<file path="config.mk">
export PLATFORM = sky130hd
export DESIGN_NAME = acondicionador_botones_flat
export DESIGN_NICKNAME = d
export VERILOG_FILES = /design/src/rtl/acondicionador_botones_pkg.sv /design/src/rtl/acondicionador_botones_if.sv /design/src/rtl/acondicionador_botones_canal.sv /design/src/rtl/acondicionador_botones.sv /design/src/flat_wrapper.sv
export SDC_FILE = /design/constraint.sdc
export NUM_CORES = 1
export LEC_CHECK = 0
export CAP_MARGIN = 20
export CELL_PAD_IN_SITES_DETAIL_PLACEMENT = 0
export CELL_PAD_IN_SITES_GLOBAL_PLACEMENT = 1
export CORE_MARGIN = 5
export CORE_UTILIZATION = 51
export DETAILED_ROUTE_END_ITERATION = 8
export PLACE_DENSITY_LB_ADDON = 0.1
export SLEW_MARGIN = 15
export SYNTH_ARGS = -nofsm -noshare
export SYNTH_HDL_FRONTEND = slang
export SYNTH_SLANG_ARGS = --single-unit
</file>
<file path="constraint.sdc">
create_clock -name clock -period 3.75 [get_ports clock]
set_clock_uncertainty 0.05 [all_clocks]
set_input_delay 0.75 -clock clock [delete_from_list [all_inputs] [get_ports clock]]
set_output_delay 0.75 -clock clock [all_outputs]
set_load 0.02 [all_outputs]
</file>
<file path="src/rtl/acondicionador_botones_pkg.sv">
// Shared constants for the push-button conditioner: edge modes, the repeat-FSM
// state encoding and a width helper.
package acondicionador_pkg;

    localparam int MODO_SUBIDA = 0;
    localparam int MODO_BAJADA = 1;
    localparam int MODO_AMBOS  = 2;

    typedef enum logic [1:0] {
        REPOSO     = 2'd0,
        ESPERA     = 2'd1,
        REPITIENDO = 2'd2
    } estado_rep_t;

    function automatic int clog2(input int valor);
        int resultado;
        int resto;
        resultado = 0;
        resto = valor - 1;
        for (int i = 0; i < 32; i++) begin
            if (resto > 0) begin
                resultado = resultado + 1;
                resto = resto >> 1;
            end
        end
        return resultado;
    endfunction

endpackage

</file>
<file path="src/rtl/acondicionador_botones_if.sv">
// Button bus between the raw board inputs and the conditioner outputs.
interface acondicionador_botones_if #(
    parameter int N_CANALES = 4
);
    logic [N_CANALES-1:0] botones;
    logic [N_CANALES-1:0] presionado;
    logic [N_CANALES-1:0] impulsos;

    modport master (output botones, input presionado, input impulsos);
    modport slave  (input botones, output presionado, output impulsos);
endinterface

</file>
<file path="src/rtl/acondicionador_botones_canal.sv">
// One button channel: two-flop synchroniser, debounce, edge impulse and
// typematic repeat.
//
// state      | meaning
// REPOSO     | idle, waiting for a debounced press
// ESPERA     | held, counting the initial repeat delay
// REPITIENDO | held, emitting a repeat impulse every period
module canal_boton
    import acondicionador_pkg::*;
#(
    parameter int MODO              = MODO_SUBIDA,
    parameter int CICLOS_ESTABLE    = 16,
    parameter int HABILITAR_REPETIR = 1,
    parameter int RETARDO_REPETIR   = 500,
    parameter int PERIODO_REPETIR   = 100
) (
    input  logic clock,
    input  logic reset,
    input  logic boton,
    output logic presionado,
    output logic impulso
);

    localparam int W_REB   = clog2(CICLOS_ESTABLE) + 1;
    localparam int REP_MAX = (RETARDO_REPETIR > PERIODO_REPETIR) ? RETARDO_REPETIR : PERIODO_REPETIR;
    localparam int W_REP   = clog2(REP_MAX) + 1;

    localparam logic [W_REB-1:0] REB_TC = W_REB'(CICLOS_ESTABLE - 1);
    localparam logic [W_REP-1:0] RET_TC = W_REP'(RETARDO_REPETIR - 1);
    localparam logic [W_REP-1:0] PER_TC = W_REP'(PERIODO_REPETIR - 1);

    localparam bit EMITE_SUBIDA   = (MODO == MODO_SUBIDA) || (MODO == MODO_AMBOS);
    localparam bit EMITE_BAJADA   = (MODO == MODO_BAJADA) || (MODO == MODO_AMBOS);
    localparam bit REPETIR_ACTIVO = (HABILITAR_REPETIR == 1) && EMITE_SUBIDA;

    logic             sinc1, sinc2, estable;
    logic [W_REB-1:0] contador_rebote;
    logic             imp_borde;

    estado_rep_t      estado, estado_sig;
    logic [W_REP-1:0] contador_rep, contador_rep_sig;
    logic             imp_rep, imp_rep_sig;

    logic flanco_listo, subida, bajada;

    // The debounced level flips on this edge; shared by the edge logic and the FSM.
    assign flanco_listo = (sinc2 != estable) && (contador_rebote == REB_TC);
    assign subida       = flanco_listo && sinc2;
    assign bajada       = flanco_listo && !sinc2;

    always_ff @(posedge clock) begin
        if (reset) begin
            sinc1           <= 1'b0;
            sinc2           <= 1'b0;
            estable         <= 1'b0;
            contador_rebote <= '0;
            imp_borde       <= 1'b0;
        end else begin
            sinc1     <= boton;
            sinc2     <= sinc1;
            imp_borde <= (subida && EMITE_SUBIDA) || (bajada && EMITE_BAJADA);
            if (sinc2 == estable) begin
                contador_rebote <= '0;
            end else if (flanco_listo) begin
                estable         <= sinc2;
                contador_rebote <= '0;
            end else begin
                contador_rebote <= contador_rebote + 1'b1;
            end
        end
    end

    always_ff @(posedge clock) begin
        if (reset) begin
            estado       <= REPOSO;
            contador_rep <= '0;
            imp_rep      <= 1'b0;
        end else begin
            estado       <= estado_sig;
            contador_rep <= contador_rep_sig;
            imp_rep      <= imp_rep_sig;
        end
    end

    // A release always beats a terminal count in the same cycle.
    always_comb begin
        estado_sig       = estado;
        contador_rep_sig = contador_rep;
        imp_rep_sig      = 1'b0;
        if (!REPETIR_ACTIVO) begin
            estado_sig       = REPOSO;
            contador_rep_sig = '0;
        end else begin
            case (estado)
                REPOSO: begin
                    if (subida) begin
                        estado_sig       = ESPERA;
                        contador_rep_sig = '0;
                    end
                end
                ESPERA: begin
                    if (bajada) begin
                        estado_sig       = REPOSO;
                        contador_rep_sig = '0;
                    end else if (contador_rep == RET_TC) begin
                        estado_sig       = REPITIENDO;
                        contador_rep_sig = '0;
                        imp_rep_sig      = 1'b1;
                    end else begin
                        contador_rep_sig = contador_rep + 1'b1;
                    end
                end
                REPITIENDO: begin
                    if (bajada) begin
                        estado_sig       = REPOSO;
                        contador_rep_sig = '0;
                    end else if (contador_rep == PER_TC) begin
                        contador_rep_sig = '0;
                        imp_rep_sig      = 1'b1;
                    end else begin
                        contador_rep_sig = contador_rep + 1'b1;
                    end
                end
                default: begin
                    estado_sig       = REPOSO;
                    contador_rep_sig = '0;
                end
            endcase
        end
    end

    assign presionado = estable;
    assign impulso    = imp_borde | imp_rep;

endmodule

</file>
<file path="src/rtl/acondicionador_botones.sv">
// N independent button channels; the top is only the per-channel replication.
module acondicionador_botones
    import acondicionador_pkg::*;
#(
    parameter int N_CANALES         = 4,
    parameter int MODO              = MODO_SUBIDA,
    parameter int CICLOS_ESTABLE    = 16,
    parameter int HABILITAR_REPETIR = 1,
    parameter int RETARDO_REPETIR   = 500,
    parameter int PERIODO_REPETIR   = 100
) (
    input logic               clock,
    input logic               reset,
    acondicionador_botones_if.slave io
);

    for (genvar i = 0; i < N_CANALES; i++) begin : gen_canal
        canal_boton #(
            .MODO              (MODO),
            .CICLOS_ESTABLE    (CICLOS_ESTABLE),
            .HABILITAR_REPETIR (HABILITAR_REPETIR),
            .RETARDO_REPETIR   (RETARDO_REPETIR),
            .PERIODO_REPETIR   (PERIODO_REPETIR)
        ) u_canal (
            .clock      (clock),
            .reset      (reset),
            .boton      (io.botones[i]),
            .presionado (io.presionado[i]),
            .impulso    (io.impulsos[i])
        );
    end

endmodule

</file>
<file path="src/flat_wrapper.sv">
// flat-port wrapper written by rule: the top's interface ports become plain ports
module acondicionador_botones_flat import acondicionador_pkg::*;
#(
    parameter int N_CANALES         = 4,
    parameter int MODO              = MODO_SUBIDA,
    parameter int CICLOS_ESTABLE    = 16,
    parameter int HABILITAR_REPETIR = 1,
    parameter int RETARDO_REPETIR   = 500,
    parameter int PERIODO_REPETIR   = 100
)
  (clock, reset, io_botones, io_presionado, io_impulsos);
  acondicionador_botones_if #(.N_CANALES(N_CANALES)) io_i ();
  input logic clock;
  input logic reset;
  input wire logic [$bits(io_i.botones)-1:0] io_botones;
  output wire logic [$bits(io_i.presionado)-1:0] io_presionado;
  output wire logic [$bits(io_i.impulsos)-1:0] io_impulsos;
  assign io_i.botones = io_botones;
  assign io_presionado = io_i.presionado;
  assign io_impulsos = io_i.impulsos;
  acondicionador_botones #(.N_CANALES(N_CANALES), .MODO(MODO), .CICLOS_ESTABLE(CICLOS_ESTABLE), .HABILITAR_REPETIR(HABILITAR_REPETIR), .RETARDO_REPETIR(RETARDO_REPETIR), .PERIODO_REPETIR(PERIODO_REPETIR)) u_core (.clock(clock), .reset(reset), .io(io_i));
endmodule
</file>
* Word level (Yosys, flattened, before mapping) *
Index checks and enable logic that the tools add are counted.

word-level totals
  word-level logic and storage cells = 184
  output and inout bits = 8
  register bits after elaboration = 88

operators by class
  mux-type cells = 64
  $add $sub $neg = 8
  equal/unequal tests = 40
  reductions and logical operators = 32
  bitwise operators = 8

operator list
  kind                                            number
  2-to-1 mux 10 bit                               20
  case mux 10 bit (3 select lines)                4
  adder 10 x 1 -> 10 bit, second input constant   4
  == test 10 x 7 -> 1 bit, second input constant  4
  == test 10 x 9 -> 1 bit, second input constant  4
  2-to-1 mux 2 bit                                16
  case mux 2 bit (3 select lines)                 4
  adder 5 x 1 -> 5 bit, second input constant     4
  == test 5 x 4 -> 1 bit, second input constant   4
  2-to-1 mux 1 bit                                16
  != test 2 bit, second input constant            8
  logical AND 1 bit                               12
  != test 3 bit, second input constant            4
  AND reduction 3 bit                             4
  OR reduction 3 bit                              4
  == test 2 x 1 -> 1 bit, second input constant   4
  == test 2 bit, second input constant            4
  logical NOT 2 bit                               4
  case mux 1 bit (2 select lines)                 4
  AND reduction 2 bit                             4
  == test 1 bit                                   4
  logical NOT 1 bit                               4
  != test 1 bit                                   4
  NOT 1 bit                                       4
  bitwise OR 1 bit                                4

* Depth between registers and ports, before layout *
Gate-level depths: netlist of the first run.

  depth in word-level cells = 5
  mapped depth = 9

* By module *
From an unflattened synthesis of the first run, not the netlist that was laid out.

second synthesis, totals
  cells, all modules = 519
  area total of the unflattened synthesis = 4,702.0 µm²

by module, submodules not included
  module                                         seq. area each (µm²)  cells an instance  area an instance (µm²)  instances
  canal_boton (u_core.gen_canal[0].u_canal ...)  440.4                 129                1,183.6                 3
  canal_boton (u_core.gen_canal[3].u_canal)      440.4                 132                1,151.1                 1

* Least setup slack after synthesis of the first run *
No wires, ideal clock.

  kind = register to register
  start point = register u_core.gen_canal[2].u_canal.contador_rebote[0]
  end point = register u_core.gen_canal[2].u_canal.contador_rep[9]
  path slack = 1.707 ns
  path buffers = 1
  period minus slack after synthesis = 2.043 ns
  stages on the path, launching flop included = 10
  data arrival time = 1.864 ns
  cell sequence = dfxtp_1 -> ha_1 -> and3_1 -> ha_1 -> nand3b_1 -> and2_1 -> clkbuf_1 -> nor4_1 -> nand3b_1 -> o21ai_0

on the way
  longest elaborated chain between the ends = 5
  elaborated cells on any way between the ends = 8
  classes of those cells = eq/ne (2); mux (3); reduce/logical (3)

RTL lines
  item                                         RTL line                                                                  source
  start, declared                              acondicionador_botones_canal.sv:37                                        logic [W_REB-1:0] contador_rebote;
  start signal, assigned                       acondicionador_botones_canal.sv:68                                        contador_rebote <= contador_rebote + 1'b1;
  == test 5 x 4 -> 1 bit *                     acondicionador_botones_canal.sv:47                                        assign flanco_listo = (sinc2 != estable) && (contador_rebote == REB_TC);
  logical AND 1 bit *                          acondicionador_botones_canal.sv:47
  logical AND 1 bit                            acondicionador_botones_canal.sv:49                                        assign bajada = flanco_listo && !sinc2;
  2-to-1 mux 10 bit, on equally long branches  acondicionador_botones_canal.sv:114, acondicionador_botones_canal.sv:102
  case mux 10 bit (3 select lines)             acondicionador_botones_canal.sv:94                                        case (estado)
  end signal, assigned                         acondicionador_botones_canal.sv:80                                        contador_rep <= contador_rep_sig;
  end, declared                                acondicionador_botones_canal.sv:41                                        logic [W_REP-1:0] contador_rep, contador_rep_sig;

Every way passes the cells marked *; elsewhere a longest branch is shown, timed or not.
A chain may end at the register's enable or synchronous reset.

* Final worst setup path of the first run *
  start point = register u_core.gen_canal[2].u_canal.contador_rebote[0]
  end point = register u_core.gen_canal[2].u_canal.contador_rep[7]

Same word-level chain as after synthesis.

==> results of run 1 <==
per-stage QoR:
stage	hold slack, ns	power (W)	cells	util (%)
3_5_place_dp	0.373	0.00118	571	53.4
3_3_place_gp	0.376	0.00118	571	53.4
4_1_cts	0.391	0.00180	584	55.6
6_report	0.388	0.00177	584	55.6
2_1_floorplan	0.364	0.00115	470	-
5_1_grt	0.424	0.00187	584	55.6
final cells by class:
class / count / area (um2) / area share, %
timing repair buffer: 14 / 133 / 2.95
multi-input combinational: 342 / 2210 / 49.2
clock inverter: 1 / 30.0 / 0.668
inverter: 22 / 82.6 / 1.84
tap: 105 / 131 / 2.92
clock buffer: 12 / 145 / 3.23
sequential: 88 / 1760 / 39.2
path summary, 6_finish.rpt:
path,startpoint,end,slack [ns],depth (start not counted)
worst min-delay path,u_core.gen_canal[0].u_canal.sinc1,u_core.gen_canal[0].u_canal.sinc2,0.39,1
worst max-delay path,u_core.gen_canal[2].u_canal.contador_rebote[0],u_core.gen_canal[2].u_canal.contador_rep[7],1.44,8
worst min register to register,u_core.gen_canal[0].u_canal.sinc1,u_core.gen_canal[0].u_canal.sinc2,0.39,1
worst max register to register,u_core.gen_canal[2].u_canal.contador_rebote[0],u_core.gen_canal[2].u_canal.contador_rep[7],1.44,8
layout by cell type (no fill, tap or decap), types with 2 or more instances in the layout:
cell	instances
or4bb_1	2
nand3b_1	10
xor2_1	15
inv_1	22
nor2_1	73
nor4_1	4
nand4_1	7
nor3_1	12
o21ai_1	2
a211oi_1	5
or3_1	6
o21ai_0	4
clkbuf_1	2
a211o_1	3
o211ai_1	2
a21oi_1	18
ha_1	24
or2_2	7
clkbuf_8	10
a31oi_1	2
or4b_4	2
nand3_1	21
a32oi_1	2
and2_1	4
clkdlybuf4s50_1	12
dfxtp_1	88
and3_1	11
and4_1	2
mux2i_1	12
a22oi_1	2
nor2b_1	11
xnor2_1	23
nand2_1	38
power breakdown:
group / internal [W] / switching [W]
registers: 0.000955 / 0.0000166
logic: 0.0000730 / 0.000120
clock network: 0.000316 / 0.000291
total: 0.00134 / 0.000428
logic make-up after synthesis:
| family | synth area share (%) |
|---|---|
| DFF | 42.3 |
| muxes | 2.88 |
| adders and majority gates | 7.21 |
| xor gates and xnor gates | 7.99 |
| buffers and inverters | 4.54 |
| and+or+nand+nor | 26.9 |
| AOI/OAI and AO/OA | 8.23 |
routing by layer:
metal / track usage (%) / vias up
li1: - / 1607
met1: 19.5 / 1384
met2: 25.0 / 34
met3: 5.00 / 12
met4: 5.28 / 0
met5: 0 / -
state kept, by name (all words and copies together) (netlist names):
register                                  flops
u_core.gen_canal.u_canal.imp_rep              4
u_core.gen_canal.u_canal.sinc1                4
u_core.gen_canal.u_canal.contador_rebote     20
u_core.gen_canal.u_canal.imp_borde            4
u_core.gen_canal.u_canal.contador_rep        40
u_core.gen_canal.u_canal.sinc2                4
u_core.gen_canal.u_canal.estado               8
u_core.gen_canal.u_canal.presionado           4
critical path, cell delays in order, from the launching register on:
cell,delay [ns]
dfxtp_1,0.33
ha_1,0.22
and3_1,0.19
ha_1,0.24
nand3b_1,0.19
a21boi_0,0.11
o21ai_1,0.46
a21oi_1,0.24
nor3_1,0.20
==> results by group, run 1 <==
Drt
  – Drt pass-1 iters: 4
  – Vias: between 3000 and 4000
  – Initial drt markers: 97
  – DR DRC count: 0
  – Remaining antenna violation count after routing: 0
  – WL met1: ~3500 um
  – Metal2 WL: between 3000 and 4000 um
  – DR WL/cell: ~12 um
  – DR WL met3: ~210 um
  – Via density: 5.20
  – Drt total wl: 7140 um
  – Max Used Layer: met4

Power and ir drop
  – Worst VDD drop: around 160 uV
  – Leak Pwr: around 1.7 nW
  – Pwr Density: 394 nW/um2

Place
  – GPL Wtd Cong: around 0.84
  – Count of buffers from port buffering: 13
  – Placed Area: 4320 um2
  – Detailed Place HPWL: ~5100 um
  – Dpl ws: roughly 1.5 ns

Critical path
  – Critical path type: reg2reg
  – Startpoint Class: flop
  – Crit path DAT: about 2.5 ns
  – Required @ worst endpoint: 3.97 ns
  – Worst setup EP type: flop
  – Crit path max fanout: 8

CTS
  – Clock Pin Slew Worst Setup and Hold Paths: ~0.07 ns
  – CTS Hold Buffers Added: 0
  – Htree depth: 3
  – Root Driver: clkbuf_8
  – Setup Buffers After CTS: 0
  – CTS resizes: 0
  – Clock latency on the worst-skew pair: between 0.3 and 0.4 ns
  – CTS tree: done
  – Number of CTS-inserted buffers: 9
  – CTS sink cnt: 88
  – Clock Tree Buf Depth: 2

Global route
  – GRT Total Usage: between 10% and 20%
  – Vias in the first global route: just under 3000
  – First-pass GRT wire length: between 10000 and 15000 um
  – Pin count of the biggest net entering global routing: 36
  – Grt ovf: 0
  – Initial antenna violation count: 0

STA
  – Relative slew slack: 55.2%
  – RSZ-0062 raised after global routing: false
  – Final Hold Fails: 0
  – Slew @ Worst Pin: 0.672 ns
  – Final setup viols: 0
  – Setup TNS Final: 0 ns
  – Fin crit period: 2.31 ns
  – Peak Freq: approximately 430 MHz
  – Final worst-path cycle share: approximately 62%
  – Setup ws final: around 1.4 ns
  – Final Max Slew Viols: 0

Job
  – Max capacitance violation total: 0

Synthesis
  – Post-synth EDFFs: 0
  – Cell variety after synth: 52
  – Syn Area/Cell: around 8.9 um2
  – Synth Flop Type: dfxtp_1
  – Most frequent cells after synthesis: dfxtp_1 (88), nor2_1 (73), nand2_1 (38)
  – Yosys warns: 0
  – Synthesized Nets: 500
  – Share of the synthesized area in the top cell type: a little over two fifths
  – Synth Cell Area: 4170 um2
  – Largest area contributor in the netlist: dfxtp_1
  – Sequential area share after synthesis: 42.3%
  – Fraction of registers with async set or reset after synthesis: 0%
  – Cells after Synth: 470
  – Synth Register Bits: 88
  – Synth area leaders: dfxtp_1 (42%), ha_1 (7.2%), nor2_1 (6.6%)
  – Most frequent cell after synthesis: dfxtp_1

Floorplanning
  – Chip width: around 100 um
  – Core area: ~8100 um2
  – Starting Density: around half
  – Top Ports: 14
  – DIE AREA: slightly above 10000 um2
  – Die Y: about 100 um
  – Cell row count: 33

Hold path
  – Type of the worst min-delay path: reg2reg

Layout
  – Ratio of cells with drive above 1 in the final layout: under 10%
  – Final net count: 507
  – Area Overhead vs Synth: 7.99%
  – Final instance area: between 4000 and 5000 um2
  – Filler cells: 771
  – N_diodes: 0

Run status
  – Status: complete, no violations
Power figures use the tool's default switching activity.
==> inputs of run 2 (changes only) <==
Settings changed: CORE_UTILIZATION 51 to 42.
Clock period 3.75 ns to 2 ns, I/O delays scaled along.
==> run 2 against run 1 <==
  * Final area is 15% higher
  * Non-clock buffer count is 48 higher
  * Sequential power is 87% higher
  * Routed wire length is 9.3% higher
  * Worst setup slack worse by 1.4 ns
  * Register-to-register slack worse by 1.4 ns
  * Critical path type unchanged
  * Highest routed layer unchanged
==> results by group, run 2 (synthesized netlist as in run 1, its figures left out) <==
Critical path
  – Crit path max fanout: 3
  – Critical path type: reg2reg
  – Required @ worst endpoint: between 2 and 2.5 ns
  – Crit path DAT: 2.14 ns
  – Startpoint Class: flop
  – Worst R2R Setup Slack: between 0.03 and 0.04 ns
  – Worst setup EP type: flop
  – Reg2reg path depth: 7

STA
  – Final Max Slew Viols: 0
  – Slew @ Worst Pin: between 0.5 and 0.6 ns
  – Relative slew slack: 61.9%
  – Setup TNS Final: 0 ns
  – Final setup viols: 0
  – Final Hold Fails: 0
  – Final worst-path cycle share: between 90% and 100%
  – Peak Freq: around 510 MHz
  – Fin crit period: slightly below 2 ns
  – RSZ-0062 raised after global routing: true

Hold path
  – Type of the worst min-delay path: reg2reg
  – Hold Path Stages: 1

Layout
  – Biggest regs: u_core.gen_canal.u_canal.contador_rep x40, u_core.gen_canal.u_canal.contador_rebote x20, u_core.gen_canal.u_canal.estado x8
  – Final net count: between 500 and 600
  – Number of flip-flops in the largest register: 40
  – Largest Register: u_core.gen_canal.u_canal.contador_rep
  – Commonest cells after routing, fill and taps aside: dfxtp_1 (78), nor2_1 (67), buf_4 (45)
  – Ratio of cells with drive above 1 in the final layout: between 20% and 30%
  – Post-layout util: 53.3%
  – Most common cell after layout, fill and taps aside: dfxtp_1
  – Fin cells: approximately 660
  – N_diodes: 0
  – Area Overhead vs Synth: 24.5%

Floorplanning
  – Chip width: about 110 um
  – Die Y: roughly 110 um
  – Starting Density: between 40% and 50%
  – Core area: between 9000 and 10000 um2
  – DIE AREA: around 12000 um2
  – Cell row count: 36
  – Top Ports: 14

Power and ir drop
  – Switching share of power: 25.9%
  – P_int: approximately 0.0025 W
  – Pwr Density: about 660 nW/um2
  – Sw Pwr: between 0.0008 and 0.0009 W
  – Sequential power share: between 50% and 60%
  – Logic pwr share: about 15%
  – Clock power share: around a third
  – Leak Pwr: 1.90 nW
  – Worst VDD drop: about 330 uV
  – Total power: approximately 0.0034 W

Drt
  – Via density: around 5
  – Initial drt markers: approximately 120
  – Vias: 3297
  – DR DRC count: 0
  – DR WL/cell: approximately 12 um
  – Remaining antenna violation count after routing: 0
  – Drt pass-1 iters: 4
  – Drt total wl: roughly 7800 um

CTS
  – Clock latency on the worst-skew pair: 0.36 ns
  – Clock Tree Buf Depth: 2
  – Number of CTS-inserted buffers: 9
  – CTS tree: done
  – Clock Pin Slew Worst Setup and Hold Paths: roughly 0.080 ns
  – Root Driver: clkbuf_8
  – CTS Hold Buffers Added: 0
  – Htree depth: 3
  – CTS sink cnt: roughly 90

Global route
  – Pin count of the biggest net entering global routing: 30
  – GRT Total Usage: ~14%
  – Initial antenna violation count: 0
  – Vias in the first global route: between 2000 and 3000
  – Grt ovf: 0
  – First-pass GRT wire length: 13100 um

Place
  – Detailed Place HPWL: around 5500 um
  – Count of buffers from port buffering: 13
  – Inst Count DP: roughly 640
  – GPL Wtd Cong: approximately 0.75

Run status
  – Status: complete, no violations

Job
  – Max capacitance violation total: 0
run 2: cell count changes in the layout (fill, tap and decap cells not counted), moves of 6 or more:
cell,previous run,this run
nor2_1,73,67
a21oi_1,18,11
buf_4,1,45
dfxtp_2,0,9
dfxtp_1,88,78
ha_1,24,15
a21oi_2,0,7
ha_4,0,6
run 2: worst paths after layout:
| path | start | to |
|---|---|---|
| worst max-delay path | u_core.gen_canal[0].u_canal.contador_rep[0] | u_core.gen_canal[0].u_canal.estado[1] |
| worst min-delay path | u_core.gen_canal[0].u_canal.sinc1 | u_core.gen_canal[0].u_canal.sinc2 |
| worst max register to register | u_core.gen_canal[0].u_canal.contador_rep[0] | u_core.gen_canal[0].u_canal.estado[1] |
| worst min register to register | u_core.gen_canal[0].u_canal.sinc1 | u_core.gen_canal[0].u_canal.sinc2 |
run 2: cell type report:
type	instances	area, um2
inverters	22	82.6
clock inverters	1	5.00
clock buffers	12	155
repair buffers	62	508
well taps	133	166
fillers	945	4550
flip-flops and latches	88	1780
multi-input cells	343	2490
run 2: power by group through the flow:
stage / Sequential, W / Clock, W / Combinational [W]
2_1_floorplan: 0.00186 / 0 / 0.000297
3_3_place_gp: 0.00185 / 0 / 0.000435
3_5_place_dp: 0.00186 / 0 / 0.000435
4_1_cts: 0.00181 / 0.00113 / 0.000448
5_1_grt: 0.00182 / 0.00120 / 0.000583
6_report: 0.00182 / 0.00107 / 0.000528
run 2: repair_timing:
action | CTS | global route
gates resized for setup | 7 | 68
buffers inserted | 1 | 7
endpoints found under the setup margin | 15 | 46
gates cloned | 0 | 1
pin swaps | 2 | 35
run 2: metrics by stage:
stage / setup slack (ns) / hold slack (ns) / instance area (um2)
3_5_place_dp: -0.0475 / 0.375 / 4670
2_1_floorplan: 0.00164 / 0.364 / 4170
6_report: 0.0312 / 0.387 / 5180
3_3_place_gp: 0.0262 / 0.369 / 4670
4_1_cts: 0.000166 / 0.394 / 4850
5_1_grt: -0.0250 / 0.415 / 5180
run 2: metal layers:
| layer | share of wire, % | up-vias | global-route usage [%] |
|---|---|---|---|
| li1 | - | 1707 | - |
| met1 | 47 | 1544 | 16.7 |
| met2 | 48 | 36 | 22.5 |
| met3 | 3.1 | 10 | 4.05 |
| met4 | 1.6 | 0 | 5.25 |
| met5 | 0 | - | 0 |
run 2: critical path, stage by stage, from the launching register on:
cell and delay [ns]:
dfxtp_2 0.36, ha_4 0.13, or4b_4 0.49, nor4b_4 0.29
o21a_2 0.17, buf_6 0.10, mux2i_1 0.20, nor2_1 0.05
==> inputs of run 3 (changes only) <==
--- a/config.mk
+++ b/config.mk
@@ -13,4 +13,5 @@
 export DETAILED_ROUTE_END_ITERATION = 8
 export PLACE_DENSITY_LB_ADDON = 0.1
+export REMOVE_ABC_BUFFERS = 1
 export SLEW_MARGIN = 15
 export SYNTH_ARGS = -nofsm -noshare
==> constraint.sdc (replaced) <==
create_clock -name clock -period 2 [get_ports clock]
set_clock_uncertainty 0.05 [all_clocks]
set_input_delay 0.3 -clock clock [delete_from_list [all_inputs] [get_ports clock]]
set_output_delay 0.3 -clock clock [all_outputs]
set_load 0.02 [all_outputs]
==> run 3 against run 2 <==
  * Final cell count up 1.2%
  * Register-to-register slack improved by 0.02 ns
  * Maximum frequency is 0.84% higher
  * Largest power group unchanged
==> results by group, run 3 (synthesized netlist as in run 1, its figures left out) <==
Global route
  – Grt ovf: 0
  – Initial antenna violation count: 0
  – Vias in the first global route: around 3200
  – GRT Total Usage: roughly 14%
  – First-pass GRT wire length: about 14000 um
  – Pin count of the biggest net entering global routing: 29

Drt
  – Via density: 4.92
  – Drt total wl: a little over 8000 um
  – Remaining antenna violation count after routing: 0
  – DR DRC count: 0
  – DR WL/cell: 12.1 um
  – Initial drt markers: approximately 120
  – Drt pass-1 iters: 4
  – Vias: 3289

Layout
  – FF/Latch Area: ~1800 um2
  – Commonest cells after routing, fill and taps aside: dfxtp_1 (78), nor2_1 (68), buf_4 (49)
  – Final net count: between 500 and 600
  – Area Overhead vs Synth: 26.9%
  – Area of the multi-input gates: 2510 um2
  – Ratio of cells with drive above 1 in the final layout: about a quarter
  – Fin cells: between 600 and 700
  – Filler cells: 943
  – N_diodes: 0
  – Biggest regs: u_core.gen_canal.u_canal.contador_rep x40, u_core.gen_canal.u_canal.contador_rebote x20, u_core.gen_canal.u_canal.estado x8
  – Largest Register: u_core.gen_canal.u_canal.contador_rep
  – Most common cell after layout, fill and taps aside: dfxtp_1
  – Number of flip-flops in the largest register: 40

STA
  – Fin crit period: between 1.5 and 2 ns
  – Setup ws final: 0.0475 ns
  – Final setup viols: 0
  – Peak Freq: 512 MHz
  – Final worst-path cycle share: a little over nine tenths
  – Relative slew slack: a little over three fifths
  – Final Max Slew Viols: 0
  – Slew @ Worst Pin: 0.557 ns
  – Final Hold Fails: 0
  – RSZ-0062 raised after global routing: true

Power and ir drop
  – Pwr Density: between 600 and 700 nW/um2
  – P_int: roughly 0.0026 W
  – Switching share of power: between 20% and 30%
  – Worst VDD drop: just under 300 uV
  – Leak Pwr: around 1.9 nW
  – Clock power share: 33.8%
  – Sequential power share: around half
  – Logic pwr share: around 15%
  – Sw Pwr: slightly above 0.0009 W

Floorplanning
  – Die Y: roughly 110 um
  – Top Ports: 14
  – Core area: ~10000 um2
  – Starting Density: between 40% and 50%
  – Chip width: around 110 um
  – Cell row count: 36
  – DIE AREA: about 12000 um2

CTS
  – CTS sink cnt: between 80 and 90
  – Number of CTS-inserted buffers: 9
  – Clock latency on the worst-skew pair: approximately 0.35 ns
  – Clock Pin Slew Worst Setup and Hold Paths: 0.09 ns
  – Clock Tree Buf Depth: 2
  – Root Driver: clkbuf_8
  – CTS tree: done
  – Htree depth: 3
  – CTS Hold Buffers Added: 0

Place
  – Dpl ws: -0.0693 ns
  – GPL Wtd Cong: about 0.77
  – Detailed Place HPWL: approximately 5600 um
  – Count of buffers from port buffering: 13
  – Inst Count DP: 639

Run status
  – Status: complete, no violations

Critical path
  – Worst path top cell family by delay: simple AND/OR/NAND/NOR gates
  – Worst-path cell chain: ha_4 -> and3_4 -> ha_4 -> nand3b_1 -> and2_4 -> o41ai_4 -> a211o_1 -> buf_6 -> nor2_2
  – Critical path type: reg2reg
  – Buffers and inverters on the worst path: 1
  – Worst setup EP type: flop
  – Slowest CP cell: dfxtp_2
  – Required @ worst endpoint: 2.19 ns
  – Critical path's most frequent cell: ha_4
  – Slowest Stage Delay on Critical Path: 0.36 ns
  – Startpoint Class: flop
  – Crit path DAT: roughly 2.1 ns
  – Crit path max fanout: 6

Job
  – Max capacitance violation total: 0

Hold path
  – Type of the worst min-delay path: in2reg
==> run 3: area by class of cell <==
cell class	count	share of cell area, %
tap	133	3.15
clock buffer	13	3.39
clock inverter	3	0.450
multi-input combinational	343	47.5
inverter	22	1.56
sequential	88	33.6
timing repair buffer	67	10.4
==> run 3: power by group through the flow <==
stage | logic, W | registers, W | clock network, W
floorplan | 0.000268 | 0.00186 | 0
global placement | 0.000437 | 0.00186 | 0
detailed placement | 0.000441 | 0.00186 | 0
CTS | 0.000466 | 0.00182 | 0.00127
global route | 0.000605 | 0.00183 | 0.00134
finish | 0.000546 | 0.00182 | 0.00121
==> run 3: final timing paths <==
path / start / to / slack, ns / depth (start not counted)
setup / recovery: u_core.gen_canal[0].u_canal.contador_rebote[1] / u_core.gen_canal[0].u_canal.contador_rep[9] / 0.05 / 9
hold / removal: reset / u_core.gen_canal[0].u_canal.imp_borde / 0.37 / 2
setup reg to reg: u_core.gen_canal[0].u_canal.contador_rebote[1] / u_core.gen_canal[0].u_canal.contador_rep[9] / 0.05 / 9
hold reg to reg: u_core.gen_canal[3].u_canal.sinc1 / u_core.gen_canal[3].u_canal.sinc2 / 0.39 / 1
==> run 3: timing repair <==
action | CTS | global route
buffers inserted | 4 | 9
endpoints found under the hold margin | 0 | 0
gates cloned | 0 | 1
setup endpoints to repair | 18 | 48
pin swaps | 8 | 37
resized for setup | 12 | 68
==> run 3: metrics by stage <==
| stage | total power [W] | TNS [ns] | area (um2) | hold WS, ns | utilization (%) |
|---|---|---|---|---|---|
| after CTS | 0.00355 | 0 | 4920 | 0.364 | 50.6 |
| after global routing | 0.00377 | -0.456 | 5290 | 0.391 | 54.3 |
| final | 0.00357 | 0 | 5290 | 0.374 | 54.3 |
| after floorplan | 0.00212 | -0.0397 | 4060 | 0.319 | - |
| after global placement | 0.00229 | -0.117 | 4660 | 0.367 | 47.9 |
| after detailed placement | 0.00230 | -0.714 | 4660 | 0.375 | 47.9 |
==> run 3: routing by layer <==
metal	global-route usage [%]	share of wire, %	vias up
met1	18.5	50	1536
met2	23.5	47	20
met3	2.82	1.4	9
met4	5.88	1.5	0
met5	0	0	-
li1	-	-	1724
==> run 3: worst reg2reg max path: stages (launching register included) <==
cell and delay, ns:
dfxtp_2 0.36, ha_4 0.13, and3_4 0.19, ha_4 0.13, nand3b_1 0.11, and2_4 0.18
o41ai_4 0.27, a211o_1 0.22, buf_6 0.16, nor2_2 0.05
